### config.mk
export PLATFORM = sky130hd
export DESIGN_NAME = cordic_div_seq
export DESIGN_NICKNAME = d
export VERILOG_FILES = /design/src/rtl/cordic_pkg.sv /design/src/rtl/cordic_lin_step.sv /design/src/rtl/cordic_div_seq.sv
export SDC_FILE = /design/constraint.sdc
export NUM_CORES = 1
export LEC_CHECK = 0
export ABC_CLOCK_PERIOD_IN_PS = 7600
export BUFFER_PORTS_ARGS = -buffer_cell sky130_fd_sc_hd__buf_2
export CAP_MARGIN = 5
export CORE_MARGIN = 2
export CORE_UTILIZATION = 35
export CTS_BUF_LIST = sky130_fd_sc_hd__clkbuf_8
export DETAILED_ROUTE_END_ITERATION = 8
export GPL_TIMING_DRIVEN = 0
export SETUP_SLACK_MARGIN = 0.3
export SYNTH_ARGS = -nofsm -noshare
export SYNTH_HDL_FRONTEND = slang
export SYNTH_SLANG_ARGS = --single-unit
### constraint.sdc
create_clock -name clk_i -period 7.6 [get_ports clk_i]
set_input_delay 0.76 -clock clk_i [delete_from_list [all_inputs] [get_ports clk_i]]
set_output_delay 0.76 -clock clk_i [all_outputs]
set_load 0.05 [all_outputs]
### src/rtl/cordic_pkg.sv
// Shared state type, default widths and fixed-point helpers for the CORDIC divider family.
package cordic_pkg;

    typedef enum logic [1:0] {StIdle, StRun, StDone} state_e;

    localparam int unsigned INT_W_DEF  = 8;
    localparam int unsigned FRAC_W_DEF = 24;
    localparam int unsigned W_DEF      = INT_W_DEF + FRAC_W_DEF;
    localparam int unsigned YW_DEF     = W_DEF + 2;
    localparam int unsigned ZW_DEF     = W_DEF + 1;

    function automatic logic signed [63:0] one_val(input int unsigned frac_w);
        return 64'sd1 <<< frac_w;
    endfunction

    // Optionally negate v, then clamp into a w-bit signed range (-MIN maps to MAX).
    function automatic logic signed [63:0] sat_neg(input logic signed [63:0] v,
                                                   input logic              neg,
                                                   input int unsigned       w);
        logic signed [63:0] hi;
        logic signed [63:0] lo;
        logic signed [63:0] r;
        hi = (64'sd1 <<< (w - 1)) - 64'sd1;
        lo = -hi - 64'sd1;
        r  = neg ? -v : v;
        if (r > hi) begin
            r = hi;
        end else if (r < lo) begin
            r = lo;
        end
        return r;
    endfunction

endpackage

### src/rtl/cordic_lin_step.sv
// One linear-vectoring CORDIC iteration: drives the residual y toward zero, accumulating z.
module cordic_lin_step import cordic_pkg::*; #(
    parameter int unsigned FRAC_W = FRAC_W_DEF,
    parameter int unsigned YW     = YW_DEF,
    parameter int unsigned ZW     = ZW_DEF,
    parameter int unsigned IW     = 5
) (
    input  logic signed [YW-1:0] y_i,
    input  logic signed [ZW-1:0] z_i,
    input  logic        [YW-1:0] xa_i,
    input  logic        [IW-1:0] idx_i,
    output logic signed [YW-1:0] y_o,
    output logic signed [ZW-1:0] z_o
);

    localparam logic [ZW-1:0] One = ZW'(one_val(FRAC_W));

    logic [YW-1:0] y_step;
    logic [ZW-1:0] z_step;

    always_comb begin
        y_step = xa_i >> idx_i;
        z_step = One >> idx_i;
        if (y_i[YW-1]) begin
            y_o = y_i + y_step;
            z_o = z_i - z_step;
        end else begin
            y_o = y_i - y_step;
            z_o = z_i + z_step;
        end
    end

endmodule

### src/rtl/cordic_div_seq.sv
// Handshaked iterative CORDIC divider, q = y / x in signed fixed point.
// Define CORDIC_DIV_SAT_EN to saturate the quotient on divide-by-zero / range errors.
module cordic_div_seq import cordic_pkg::*; #(
    parameter int unsigned INT_W  = INT_W_DEF,
    parameter int unsigned FRAC_W = FRAC_W_DEF,
    parameter int unsigned ITER   = FRAC_W + 1
) (
    input  logic                    clk_i,
    input  logic                    rst_ni,
    input  logic                    valid_i,
    output logic                    ready_o,
    input  logic [INT_W+FRAC_W-1:0] y_i,
    input  logic [INT_W+FRAC_W-1:0] x_i,
    output logic                    valid_o,
    input  logic                    ready_i,
    output logic [INT_W+FRAC_W-1:0] quot_o,
    output logic                    div_zero_o,
    output logic                    range_err_o
);

    localparam int unsigned W  = INT_W + FRAC_W;
    localparam int unsigned YW = W + 2;
    localparam int unsigned ZW = W + 1;
    localparam int unsigned IW = $clog2(ITER + 1);

    state_e               state_q;
    logic signed [YW-1:0] y_q;
    logic signed [YW-1:0] y_nx;
    logic signed [YW-1:0] y_ext;
    logic signed [YW-1:0] x_ext;
    logic signed [ZW-1:0] z_q;
    logic signed [ZW-1:0] z_nx;
    logic signed [ZW-1:0] z_fin;
    logic        [YW-1:0] xa_q;
    logic        [YW-1:0] ya;
    logic        [YW-1:0] xa;
    logic        [IW-1:0] i_q;
    logic                 neg_q;
    logic                 neg_in;
    logic        [W-1:0]  flag_quot;
    logic        [W-1:0]  run_quot;

    cordic_lin_step #(
        .FRAC_W(FRAC_W),
        .YW    (YW),
        .ZW    (ZW),
        .IW    (IW)
    ) u_step (
        .y_i  (y_q),
        .z_i  (z_q),
        .xa_i (xa_q),
        .idx_i(i_q),
        .y_o  (y_nx),
        .z_o  (z_nx)
    );

    always_comb begin
        y_ext  = {{2{y_i[W-1]}}, y_i};
        x_ext  = {{2{x_i[W-1]}}, x_i};
        ya     = y_ext[YW-1] ? -y_ext : y_ext;
        xa     = x_ext[YW-1] ? -x_ext : x_ext;
        neg_in = x_i[W-1] ^ y_i[W-1];
        // Early exit keeps the current z; the last iteration uses the stepped z.
        z_fin    = (y_q == '0) ? z_q : z_nx;
        run_quot = W'(sat_neg(64'(z_fin), neg_q, W));
`ifdef CORDIC_DIV_SAT_EN
        if (y_i == '0) begin
            flag_quot = '0;
        end else begin
            flag_quot = neg_in ? {1'b1, {(W-1){1'b0}}} : {1'b0, {(W-1){1'b1}}};
        end
`else
        flag_quot = '0;
`endif
    end

    always_ff @(posedge clk_i) begin
        if (!rst_ni) begin
            state_q     <= StIdle;
            ready_o     <= 1'b1;
            valid_o     <= 1'b0;
            quot_o      <= '0;
            div_zero_o  <= 1'b0;
            range_err_o <= 1'b0;
            y_q         <= '0;
            z_q         <= '0;
            i_q         <= '0;
            xa_q        <= '0;
            neg_q       <= 1'b0;
        end else begin
            unique case (state_q)
                StIdle: begin
                    if (valid_i) begin
                        // Iterate on magnitudes; the sign is reapplied from neg_q at the end.
                        xa_q    <= xa;
                        neg_q   <= neg_in;
                        y_q     <= ya;
                        z_q     <= '0;
                        i_q     <= '0;
                        ready_o <= 1'b0;
                        if (x_i == '0) begin
                            state_q    <= StDone;
                            valid_o    <= 1'b1;
                            div_zero_o <= 1'b1;
                            quot_o     <= flag_quot;
                        end else if (ya >= (xa << 1)) begin
                            state_q     <= StDone;
                            valid_o     <= 1'b1;
                            range_err_o <= 1'b1;
                            quot_o      <= flag_quot;
                        end else begin
                            state_q <= StRun;
                        end
                    end
                end
                StRun: begin
                    if (y_q == '0) begin
                        state_q <= StDone;
                        valid_o <= 1'b1;
                        quot_o  <= run_quot;
                    end else begin
                        y_q <= y_nx;
                        z_q <= z_nx;
                        i_q <= i_q + 1'b1;
                        if (i_q == IW'(ITER - 1)) begin
                            state_q <= StDone;
                            valid_o <= 1'b1;
                            quot_o  <= run_quot;
                        end
                    end
                end
                StDone: begin
                    if (ready_i) begin
                        state_q     <= StIdle;
                        ready_o     <= 1'b1;
                        valid_o     <= 1'b0;
                        div_zero_o  <= 1'b0;
                        range_err_o <= 1'b0;
                    end
                end
                default: state_q <= StIdle;
            endcase
        end
    end

endmodule

==> impl_metrics.env, run 1 <==
export IMPL_worstSetupStartpointType="register"
export IMPL_syn_inst=2165
export IMPL_fin_skew_ns=0.01820
export IMPL_final_nets=2481
export IMPL_crit_required_ns=8.03
export IMPL_period_needed_ns=6.976
export IMPL_slew_headroom_pct=36.40
export IMPL_ioPinCount=104
export IMPL_cts_tree="done"
export IMPL_synth_cell_types=90
export IMPL_ys_seq_elements=145
export IMPL_synth_edf_count=0
export IMPL_powerDensity_mw_per_mm2=333.8
export IMPL_routed_wl_mm=67.26
export IMPL_yosysWarnings=0
export IMPL_synth_top_area_share_pct=17.92
export IMPL_ctsHtreeMaxLevel=4
export IMPL_drt_iter0_drc=1617
export IMPL_dp_cells=2869
export IMPL_r2r_slack_ns=0.62
export IMPL_diodes=0
export IMPL_antenna_left=0
export IMPL_drive_gt1_share_pct=14.19
export IMPL_total_leakage_power_uw=0.007574
export IMPL_synth_ff_type="dfxtp_1"
export IMPL_slew_violations=0
export IMPL_cp_arrival_ns=7.40
export IMPL_grt_max_degree=17
export IMPL_synthTopCellsByArea="dfxtp_1 18%, ha_1 8.6%, mux4_2 6.3%"
export IMPL_wl_per_cell_um=23.10
export IMPL_synthArstFlopShare_pct=0
export IMPL_path_class="reg -> reg"
export IMPL_drv_cap=0
export IMPL_fmax_ghz=0.1434
export IMPL_grt_setup_unrepaired="false"
export IMPL_min_path_type="reg -> reg"
export IMPL_drc=0
export IMPL_hold_violations=0
export IMPL_status="finished clean"
export IMPL_rows=78
export IMPL_synth_most_common_cell="nor2_1"
export IMPL_slowest_stage="a211oi_1"
export IMPL_vias=17930
export IMPL_max_stage_delay_ns=0.44
export IMPL_first_pass_iters=5
export IMPL_netlist_area_sq_mm=0.01620
export IMPL_cts_sinks=145
export IMPL_start_util_pct=35.55
export IMPL_ir_drop_mv=0.1823
export IMPL_setup_violations=0
export IMPL_antenna_found_initial=0
export IMPL_worstMarginPinSlew_ns=0.9541
export IMPL_core_sq_mm=0.04558
export IMPL_yosysTopAreaCell="dfxtp_1"
export IMPL_clockBufferDepth=2
export IMPL_syn_area_per_cell_sq_um=7.483
export IMPL_cp_end_kind="register"
export IMPL_grt_overflow=0
export IMPL_clock_latency_ns=0.52
export IMPL_synth_commonest_cells="255 x nor2_1, 250 x nand2_1, 181 x a21oi_1"
export IMPL_syn_to_final_growth_pct=13.08
export IMPL_cp_max_fo=10
export IMPL_grt_pass1_wl_mm=100.2
export IMPL_die_h_um=219.1
export IMPL_gp_congestion=0.9724
export IMPL_cpMostUsedCell="clkbuf_1"
export IMPL_place_hpwl_mm=54.09
export IMPL_period_share_pct=91.79
export IMPL_viasPerCell=6.159
export IMPL_cts_reportedPaths_clkPinSlew_ns=0.11
export IMPL_final_util_pct=40.20
export IMPL_die_area_sq_mm=0.04802
export IMPL_first_global_vias=16970
export IMPL_die_x_um=219.1
export IMPL_portBuffers=103
export IMPL_ctsRootBufferMaster="clkbuf_8"
export IMPL_numCtsBuffers=17
export IMPL_track_usage_pct=27.44
export IMPL_fin_cells=2912
export IMPL_synth_seq_area_share_pct=17.92
-- layout make-up --
type | instances | area (sq um)
inverters | 49 | 183.9
multi-input cells | 1840 | 12890
fillers | 4791 | 27260
clock inverters | 15 | 168.9
plain buffers | 132 | 586.8
repair buffers | 114 | 598.1
flip-flops and latches | 145 | 2908
clock buffers | 17 | 234.0
well taps | 600 | 750.7
-- placed cells by master (no fill, tap or decap), types with 49 or more instances in the layout --
| cell type | Yosys | routed |
|---|---|---|
| dfxtp_1 | 145 | 141 |
| xnor2_1 | 87 | 85 |
| nor2_1 | 255 | 254 |
| xor2_1 | 80 | 80 |
| clkbuf_1 | 106 | 83 |
| nand2_1 | 250 | 249 |
| buf_2 | 6 | 110 |
| a21oi_1 | 181 | 176 |
| a21o_1 | 49 | 49 |
| ha_1 | 112 | 108 |
| o21ai_0 | 104 | 96 |
-- report_power, final --
| group | switching (uW) | internal [uW] | leakage (uW) |
|---|---|---|---|
| Combinational | 2690 | 1690 | 0.00618 |
| Sequential | 168 | 906 | 0.00119 |
| Clock | 384 | 277 | 0.000208 |
| Total | 3240 | 2870 | 0.00757 |
-- state kept, by name (all words and copies together) (netlist names) --
signal       flops
ready_o          1
valid_o          1
div_zero_o       1
state_q          2
quot_o          32
neg_q            1
i_q              5
z_q             33
range_err_o      1
y_q             34
xa_q            34
-- repair_timing --
| item | in CTS | in global routing |
|---|---|---|
| setup buffers | 5 | 6 |
| pin swaps | 4 | 12 |
| resized for setup | 46 | 77 |
| endpoints found under the hold margin | 0 | 0 |
| hold buffers | 0 | 0 |
| endpoints found under the setup margin | 43 | 34 |
-- critical path, delay by kind of cell (launching register included) --
family	cells	cell delay, ns
xor+xnor	1	0.13
buf+inv	9	1.76
fa+ha+maj	3	0.87
compound gates	7	1.59
mux	1	0.16
flops	1	0.38
simple gates	8	1.99
-- logic make-up after synthesis --
group,synth area share (%)
other,0.04636
muxes,9.129
AOI/OAI and AO/OA,27.16
DFF,17.92
buffers and inverters,4.433
adders and majority gates,8.897
xor gates and xnor gates,9.028
and+or+nand+nor,23.39
-- per-stage QoR --
stage | TNS, ns | cell area (sq um) | total power (uW) | worst slack [ns] | hold slack [ns]
finish | 0 | 18320 | 6115 | 0.6241 | 0.4767
global route | 0 | 18320 | 6519 | 0.2987 | 0.5052
CTS | 0 | 18060 | 5945 | 0.3218 | 0.4796
detailed placement | -53.34 | 17470 | 5234 | -1.738 | 0.4546
global placement | -55.30 | 17470 | 5193 | -1.788 | 0.4577
floorplan | 0 | 16200 | 4118 | 1.246 | 0.4334
-- path summary, 6_finish.rpt --
check | from | end | cells past startpoint
max | i_q[1]$_SDFFE_PN0P_ | quot_o[11]$_SDFFE_PN0P_ | 29
min | quot_o[28]$_SDFFE_PN0P_ | quot_o[28]$_SDFFE_PN0P_ | 2
max reg2reg | i_q[1]$_SDFFE_PN0P_ | quot_o[11]$_SDFFE_PN0P_ | 29
min reg2reg | quot_o[28]$_SDFFE_PN0P_ | quot_o[28]$_SDFFE_PN0P_ | 2
-- layer usage --
metal  wire length [um]  GRT usage [%]
met1              27620          33.09
met2              31990          47.04
met3               3669          3.423
met4               3976          15.65
met5                  0              0
Power figures use the tool's default switching activity.
==> run 2: changes to the inputs <==
--- a/config.mk
+++ b/config.mk
@@ -5,9 +5,9 @@
 export SDC_FILE = /design/constraint.sdc
 export NUM_CORES = 1
 export LEC_CHECK = 0
-export ABC_CLOCK_PERIOD_IN_PS = 7600
+export ABC_CLOCK_PERIOD_IN_PS = 5700
 export BUFFER_PORTS_ARGS = -buffer_cell sky130_fd_sc_hd__buf_2
-export CAP_MARGIN = 5
+export CAP_MARGIN = 30
 export CORE_MARGIN = 2
 export CORE_UTILIZATION = 35
 export CTS_BUF_LIST = sky130_fd_sc_hd__clkbuf_8
==> constraint.sdc (replaced) <==
create_clock -name clk_i -period 5.7 [get_ports clk_i]
set_input_delay 0.57 -clock clk_i [delete_from_list [all_inputs] [get_ports clk_i]]
set_output_delay 0.57 -clock clk_i [all_outputs]
set_load 0.05 [all_outputs]
==> run 2 against run 1 <==
  * The run now ends with negative setup slack left
  * Maximum frequency is 14% higher
  * Clock power is 41% higher
  * Register-to-register slack worse by 1.0 ns
  * First-iteration DRC count is 5.9% higher
  * Count of clock-buffer cells in the layout is 2 higher
  * Via count is 3.3% higher
  * Combinational power is 74% higher
  * Clock skew is 0.012 ns higher
  * Die area stayed put
  * Power is 63% higher
==> impl_metrics.env, run 2 (synthesis gave the netlist of run 1 again) <==
export IMPL_hold_violations=0
export IMPL_cp_end_kind="register"
export IMPL_grt_pass1_wl_mm=104.8
export IMPL_antenna_left=0
export IMPL_period_share_pct=107.0
export IMPL_p_seq_share_pct=14.5
export IMPL_grt_setup_unrepaired="true"
export IMPL_finish_instance_area_sq_mm=0.02096
export IMPL_min_to="xa_q[0]$_SDFFE_PN0P_"
export IMPL_clock_latency_ns=0.54
export IMPL_cp_arrival_ns=6.54
export IMPL_place_hpwl_mm=54.08
export IMPL_worstSetupStartpointType="register"
export IMPL_combPwrFrac_pct=76.2
export IMPL_slew_headroom_pct=32.07
export IMPL_antenna_found_initial=1
export IMPL_grt_max_degree=17
export IMPL_numCtsBuffers=17
export IMPL_power_frac_clock_pct=9.3
export IMPL_ctsRootBufferMaster="clkbuf_8"
export IMPL_reg2reg_to="quot_o[20]$_SDFFE_PN0P_"
export IMPL_top_regs="xa_q (34), y_q (34), z_q (33)"
export IMPL_track_usage_pct=28.79
export IMPL_ctsHtreeMaxLevel=4
export IMPL_grt_overflow=0
export IMPL_drc=0
export IMPL_setup_violations=38
export IMPL_die_h_um=219.1
export IMPL_routed_wl_mm=70.60
export IMPL_cp_max_fo=8
export IMPL_drt_iter0_drc=1712
export IMPL_placed_cell_area_sq_mm=0.01783
export IMPL_die_area_sq_mm=0.04802
export IMPL_cts_sinks=145
export IMPL_viasPerCell=6.116
export IMPL_max_stage_delay_ns=0.38
export IMPL_switching_power_uw=5049
export IMPL_rows=78
export IMPL_die_x_um=219.1
export IMPL_gp_congestion=0.9814
export IMPL_clockBufferDepth=2
export IMPL_rr_worst_depth=31
export IMPL_core_sq_mm=0.04558
export IMPL_final_cell_mix="245 x nand2_1, 236 x nor2_1, 140 x dfxtp_1"
export IMPL_final_nets=2598
export IMPL_cts_reportedPaths_clkPinSlew_ns=0.10
export IMPL_fin_skew_ns=0.03022
export IMPL_ioPinCount=104
export IMPL_first_global_vias=17570
export IMPL_total_leakage_power_uw=0.008703
export IMPL_vias=18520
export IMPL_crit_required_ns=6.14
export IMPL_failed_checks="negative setup slack"
export IMPL_period_needed_ns=6.099
export IMPL_wl_per_cell_um=23.32
export IMPL_status="complete, but fails checks"
export IMPL_power_internal_uw=4941
export IMPL_setup_ws_ns=-0.3994
export IMPL_drive_gt1_share_pct=27.02
export IMPL_min_path_type="in -> reg"
export IMPL_ir_drop_mv=0.3360
export IMPL_start_util_pct=35.55
export IMPL_fmax_ghz=0.1639
export IMPL_r2r_slack_ns=-0.40
export IMPL_hold_path_startpoint="x_i[0]"
export IMPL_slew_violations=0
export IMPL_path_class="reg -> reg"
export IMPL_dp_slack_ns=-1.561
export IMPL_ctsHoldBuffers=0
export IMPL_cpMostUsedCell="buf_4"
export IMPL_r2r_start="i_q[1]$_SDFFE_PN0P_"
export IMPL_powerDensity_mw_per_mm2=476.7
export IMPL_holdWs_ns=0.3350
export IMPL_worstMarginPinSlew_ns=1.015
export IMPL_min_path_cells=3
export IMPL_cts_tree="done"
export IMPL_first_pass_iters=6
export IMPL_portBuffers=103
export IMPL_drv_cap=0
export IMPL_syn_to_final_growth_pct=29.36
export IMPL_final_common_cell="nand2_1"
export IMPL_diodes=0
export IMPL_slowest_stage="dfxtp_4"
export IMPL_switching_share_pct=50.54
## run 2: cell count changes in the layout (fill, tap and decap cells not counted), sizes merged
| cell | previous run | this run |
|---|---|---|
| bufinv | 1 | 3 |
| clkinvlp | 0 | 3 |
| buf | 139 | 273 |
| clkbuf | 124 | 109 |
| clkinv | 6 | 5 |
| inv | 57 | 50 |
## run 2: worst max path at each step
stage / startpoint / endpoint / slack, ns / cells past startpoint
floorplan: i_q[2]$_SDFFE_PN0P_ / quot_o[9]$_SDFFE_PN0P_ / 0.31 / 27
global placement: i_q[4]$_SDFFE_PN0P_ / quot_o[2]$_SDFFE_PN0P_ / -1.72 / 24
detailed placement: y_q[33]$_SDFFE_PN0P_ / quot_o[3]$_SDFFE_PN0P_ / -1.56 / 22
CTS: i_q[1]$_SDFFE_PN0P_ / quot_o[20]$_SDFFE_PN0P_ / -0.31 / 29
global route: i_q[1]$_SDFFE_PN0P_ / quot_o[29]$_SDFFE_PN0P_ / -0.54 / 33
finish: i_q[1]$_SDFFE_PN0P_ / quot_o[20]$_SDFFE_PN0P_ / -0.40 / 31
## run 2: what timing repair did
| item | in CTS | in global routing |
|---|---|---|
| gates resized for setup | 216 | 204 |
| endpoints found under the setup margin | 66 | 62 |
| setup buffers | 74 | 48 |
| pin swaps | 92 | 109 |
| gates cloned | 4 | 1 |
## run 2: final cells by class
type                    count  area, sq um
plain buffers             132        853.3
clock buffers              19        261.5
clock inverters            12        156.4
fillers                  4487        24620
inverters                  49        214.0
multi-input cells        1840        14250
flip-flops and latches    145         2919
well taps                 600        750.7
repair buffers            231         1554
## run 2: metal layers
metal | global-route usage (%) | wire length (um) | vias to the layer above
met5 | 0 | 0 | -
met4 | 14.39 | 3841 | 0
met2 | 49.30 | 34100 | 861
met1 | 34.78 | 28040 | 8917
li1 | - | - | 8545
met3 | 4.796 | 4617 | 197
## run 2: power by group through the flow
stage / Clock, uW / Combinational [uW] / Sequential (uW)
after floorplan: 0 / 4180 / 1450
after global placement: 0 / 5660 / 1440
after detailed placement: 0 / 5700 / 1450
after CTS: 933 / 6510 / 1430
after global routing: 978 / 8110 / 1470
final: 928 / 7610 / 1450
## run 2: worst max-delay path: cells and delay by family (launching register included)
kind,cells,cell delay [ns]
multiplexers,1,0.16
flip-flops,1,0.38
AO/OA/AOI/OAI,11,2.30
buffers and inverters,11,1.46
adder cells (fa/ha/maj),3,0.74
AND/OR/NAND/NOR,5,0.93
## run 2: stage by stage
step / TNS [ns] / power (uW) / util [%] / std cells
floorplan: 0 / 5623 / - / 2166
global placement: -63.81 / 7098 / 39.11 / 2869
detailed placement: -57.72 / 7152 / 39.13 / 2870
CTS: -8.584 / 8878 / 43.37 / 2979
global route: -17.00 / 10550 / 45.98 / 3028
finish: -11.80 / 9991 / 45.98 / 3028
==> run 3: changes to the inputs <==
--- a/config.mk
+++ b/config.mk
@@ -8,7 +8,6 @@
 export ABC_CLOCK_PERIOD_IN_PS = 5700
 export BUFFER_PORTS_ARGS = -buffer_cell sky130_fd_sc_hd__buf_2
 export CAP_MARGIN = 30
-export CORE_MARGIN = 2
 export CORE_UTILIZATION = 35
 export CTS_BUF_LIST = sky130_fd_sc_hd__clkbuf_8
 export DETAILED_ROUTE_END_ITERATION = 8
==> run 3 against run 2 <==
  * Register-to-register slack is essentially flat
  * The run still ends with negative setup slack left
  * Critical endpoint is now quot_o[3]$_SDFFE_PN0P_
  * Power grew 0.61%
  * Sequential power is essentially flat
  * Flip-flop and latch count is the same
  * Critical path depth grew 1
  * Non-clock buffer count grew 7
  * Via count grew 0.63%
  * Largest power group unchanged
  * Highest routed layer unchanged
  * Hold slack gained 0.021 ns
  * Clock power grew 2%
  * Maximum frequency is essentially flat
  * Sequential share of layout area is essentially flat
  * Design area grew 0.27%
==> impl_metrics.env, run 3 (synthesis gave the netlist of run 1 again) <==
export IMPL_die_h_um=217.1
export IMPL_grt_max_degree=17
export IMPL_die_area_sq_mm=0.04715
export IMPL_clockBufferDepth=2
export IMPL_r2r_slack_ns=-0.40
export IMPL_diodes=0
export IMPL_gp_congestion=0.9948
export IMPL_portBuffers=103
export IMPL_drt_iter0_drc=1764
export IMPL_wl_per_cell_um=22.89
export IMPL_slowest_stage="a2111oi_4"
export IMPL_powerDensity_mw_per_mm2=478.4
export IMPL_cts_reportedPaths_clkPinSlew_ns=0.10
export IMPL_die_x_um=217.1
export IMPL_finish_instance_area_sq_mm=0.02101
export IMPL_path_class="reg -> reg"
export IMPL_failed_checks="negative setup slack"
export IMPL_grt_overflow=0
export IMPL_placed_cell_area_sq_mm=0.01783
export IMPL_rr_worst_depth=32
export IMPL_clock_latency_ns=0.53
export IMPL_cp_end_kind="register"
export IMPL_dp_cells=2870
export IMPL_crit_start="i_q[1]$_SDFFE_PN0P_"
export IMPL_top_regs="xa_q (34), y_q (34), z_q (33)"
export IMPL_hold_path_startpoint="y_i[0]"
export IMPL_final_common_cell="nand2_1"
export IMPL_slew_headroom_pct=34.24
export IMPL_place_hpwl_mm=53.20
export IMPL_ctsRootBufferMaster="clkbuf_8"
export IMPL_final_nets=2605
export IMPL_cpMostUsedCell="buf_6"
export IMPL_antenna_found_initial=0
export IMPL_drc=0
export IMPL_reg2reg_to="quot_o[3]$_SDFFE_PN0P_"
export IMPL_cts_tree="done"
export IMPL_track_usage_pct=28.73
export IMPL_min_path_type="in -> reg"
export IMPL_core_sq_mm=0.04548
export IMPL_max_stage_delay_ns=0.43
export IMPL_hold_violations=0
export IMPL_start_util_pct=35.62
export IMPL_fin_skew_ns=0.03141
export IMPL_cp_max_fo=5
export IMPL_fmax_ghz=0.1639
export IMPL_grt_pass1_wl_mm=104.1
export IMPL_status="complete, but fails checks"
export IMPL_syn_to_final_growth_pct=29.70
export IMPL_first_pass_iters=5
export IMPL_total_leakage_power_uw=0.008728
export IMPL_antenna_left=0
export IMPL_setup_violations=40
export IMPL_worstMarginPinSlew_ns=0.9828
export IMPL_rows=78
export IMPL_setup_ws_ns=-0.3998
export IMPL_drive_gt1_share_pct=26.12
export IMPL_drv_cap=0
export IMPL_period_share_pct=107.0
export IMPL_fillCellCount=4558
export IMPL_period_needed_ns=6.100
export IMPL_grt_setup_unrepaired="true"
export IMPL_ioPinCount=104
export IMPL_ir_drop_mv=0.3263
export IMPL_slew_violations=0
export IMPL_min_path_cells=3
export IMPL_first_global_vias=17850
export IMPL_ctsHtreeMaxLevel=4
export IMPL_numCtsBuffers=17
export IMPL_cp_arrival_ns=6.54
export IMPL_fin_cells=3035
export IMPL_viasPerCell=6.140
export IMPL_r2r_start="i_q[1]$_SDFFE_PN0P_"
export IMPL_min_to="y_q[0]$_SDFFE_PN0P_"
export IMPL_cts_sinks=145
export IMPL_routed_wl_mm=69.49
export IMPL_worstSetupStartpointType="register"
export IMPL_crit_required_ns=6.14
export IMPL_vias=18640
export IMPL_final_cell_mix="243 x nand2_1, 242 x nor2_1, 140 x a21oi_1, 140 x dfxtp_1, 108 x buf_4"
run 3: area by class of cell:
cell class | instances | area (sq um) | share of cell area (%)
inverter | 49 | 220.2 | 1.048
clock inverter | 12 | 167.7 | 0.7979
timing repair buffer | 238 | 1714 | 8.158
buffer | 132 | 888.4 | 4.228
multi-input combinational | 1840 | 14090 | 67.06
clock buffer | 19 | 261.5 | 1.244
sequential | 145 | 2919 | 13.89
tap | 600 | 750.7 | 3.573
run 3: worst max path at each step:
stage                              endpoint  slack [ns]
global route        quot_o[20]$_SDFFE_PN0P_       -0.58
detailed placement   quot_o[3]$_SDFFE_PN0P_       -1.47
global placement     quot_o[2]$_SDFFE_PN0P_       -1.56
floorplan            quot_o[9]$_SDFFE_PN0P_        0.31
CTS                 quot_o[29]$_SDFFE_PN0P_       -0.31
finish               quot_o[3]$_SDFFE_PN0P_       -0.40
run 3: where the power goes:
| part | switching [uW] | leakage (uW) | internal [uW] |
|---|---|---|---|
| logic | 4300 | 0.00732 | 3370 |
| clock network | 450 | 0.000223 | 493 |
| registers | 231 | 0.00119 | 1210 |
run 3: timing repair:
action,CTS,global route
cloned,4,0
endpoints found under the hold margin,0,0
endpoints found under the setup margin,67,60
pin swaps,91,89
gates resized for setup,256,136
hold buffers,0,0
buffers inserted,92,38
run 3: metal layers:
layer,vias to the layer above,GRT usage [%],part of all wire (%)
met5,-,0,0
met4,0,17.72,6.1
met3,198,3.816,6.3
met2,861,47.98,48
met1,8999,34.95,40
li1,8578,-,-
run 3: critical path, delay by kind of cell, from the launching register on:
family                     cells  cell delay (ns)
and+or+nand+nor                9             1.90
muxes                          1             0.24
AOI/OAI and AO/OA             10             1.76
buffers and inverters         10             1.21
adders and majority gates      2             0.47
DFF                            1             0.39
run 3: per-stage QoR:
stage          worst slack (ns)  utilization [%]  total power (uW)  setup TNS, ns  hold WS (ns)
2_1_floorplan            0.3105                -              5623              0        0.4334
3_3_place_gp             -1.562            39.20              7033         -56.00        0.4524
5_1_grt                 -0.5780            46.20             10570         -18.47        0.3421
3_5_place_dp             -1.468            39.21              7086         -51.90        0.4578
4_1_cts                 -0.3133            44.37              9120         -7.557        0.3346
6_report                -0.3998            46.20             10050         -11.34        0.3563
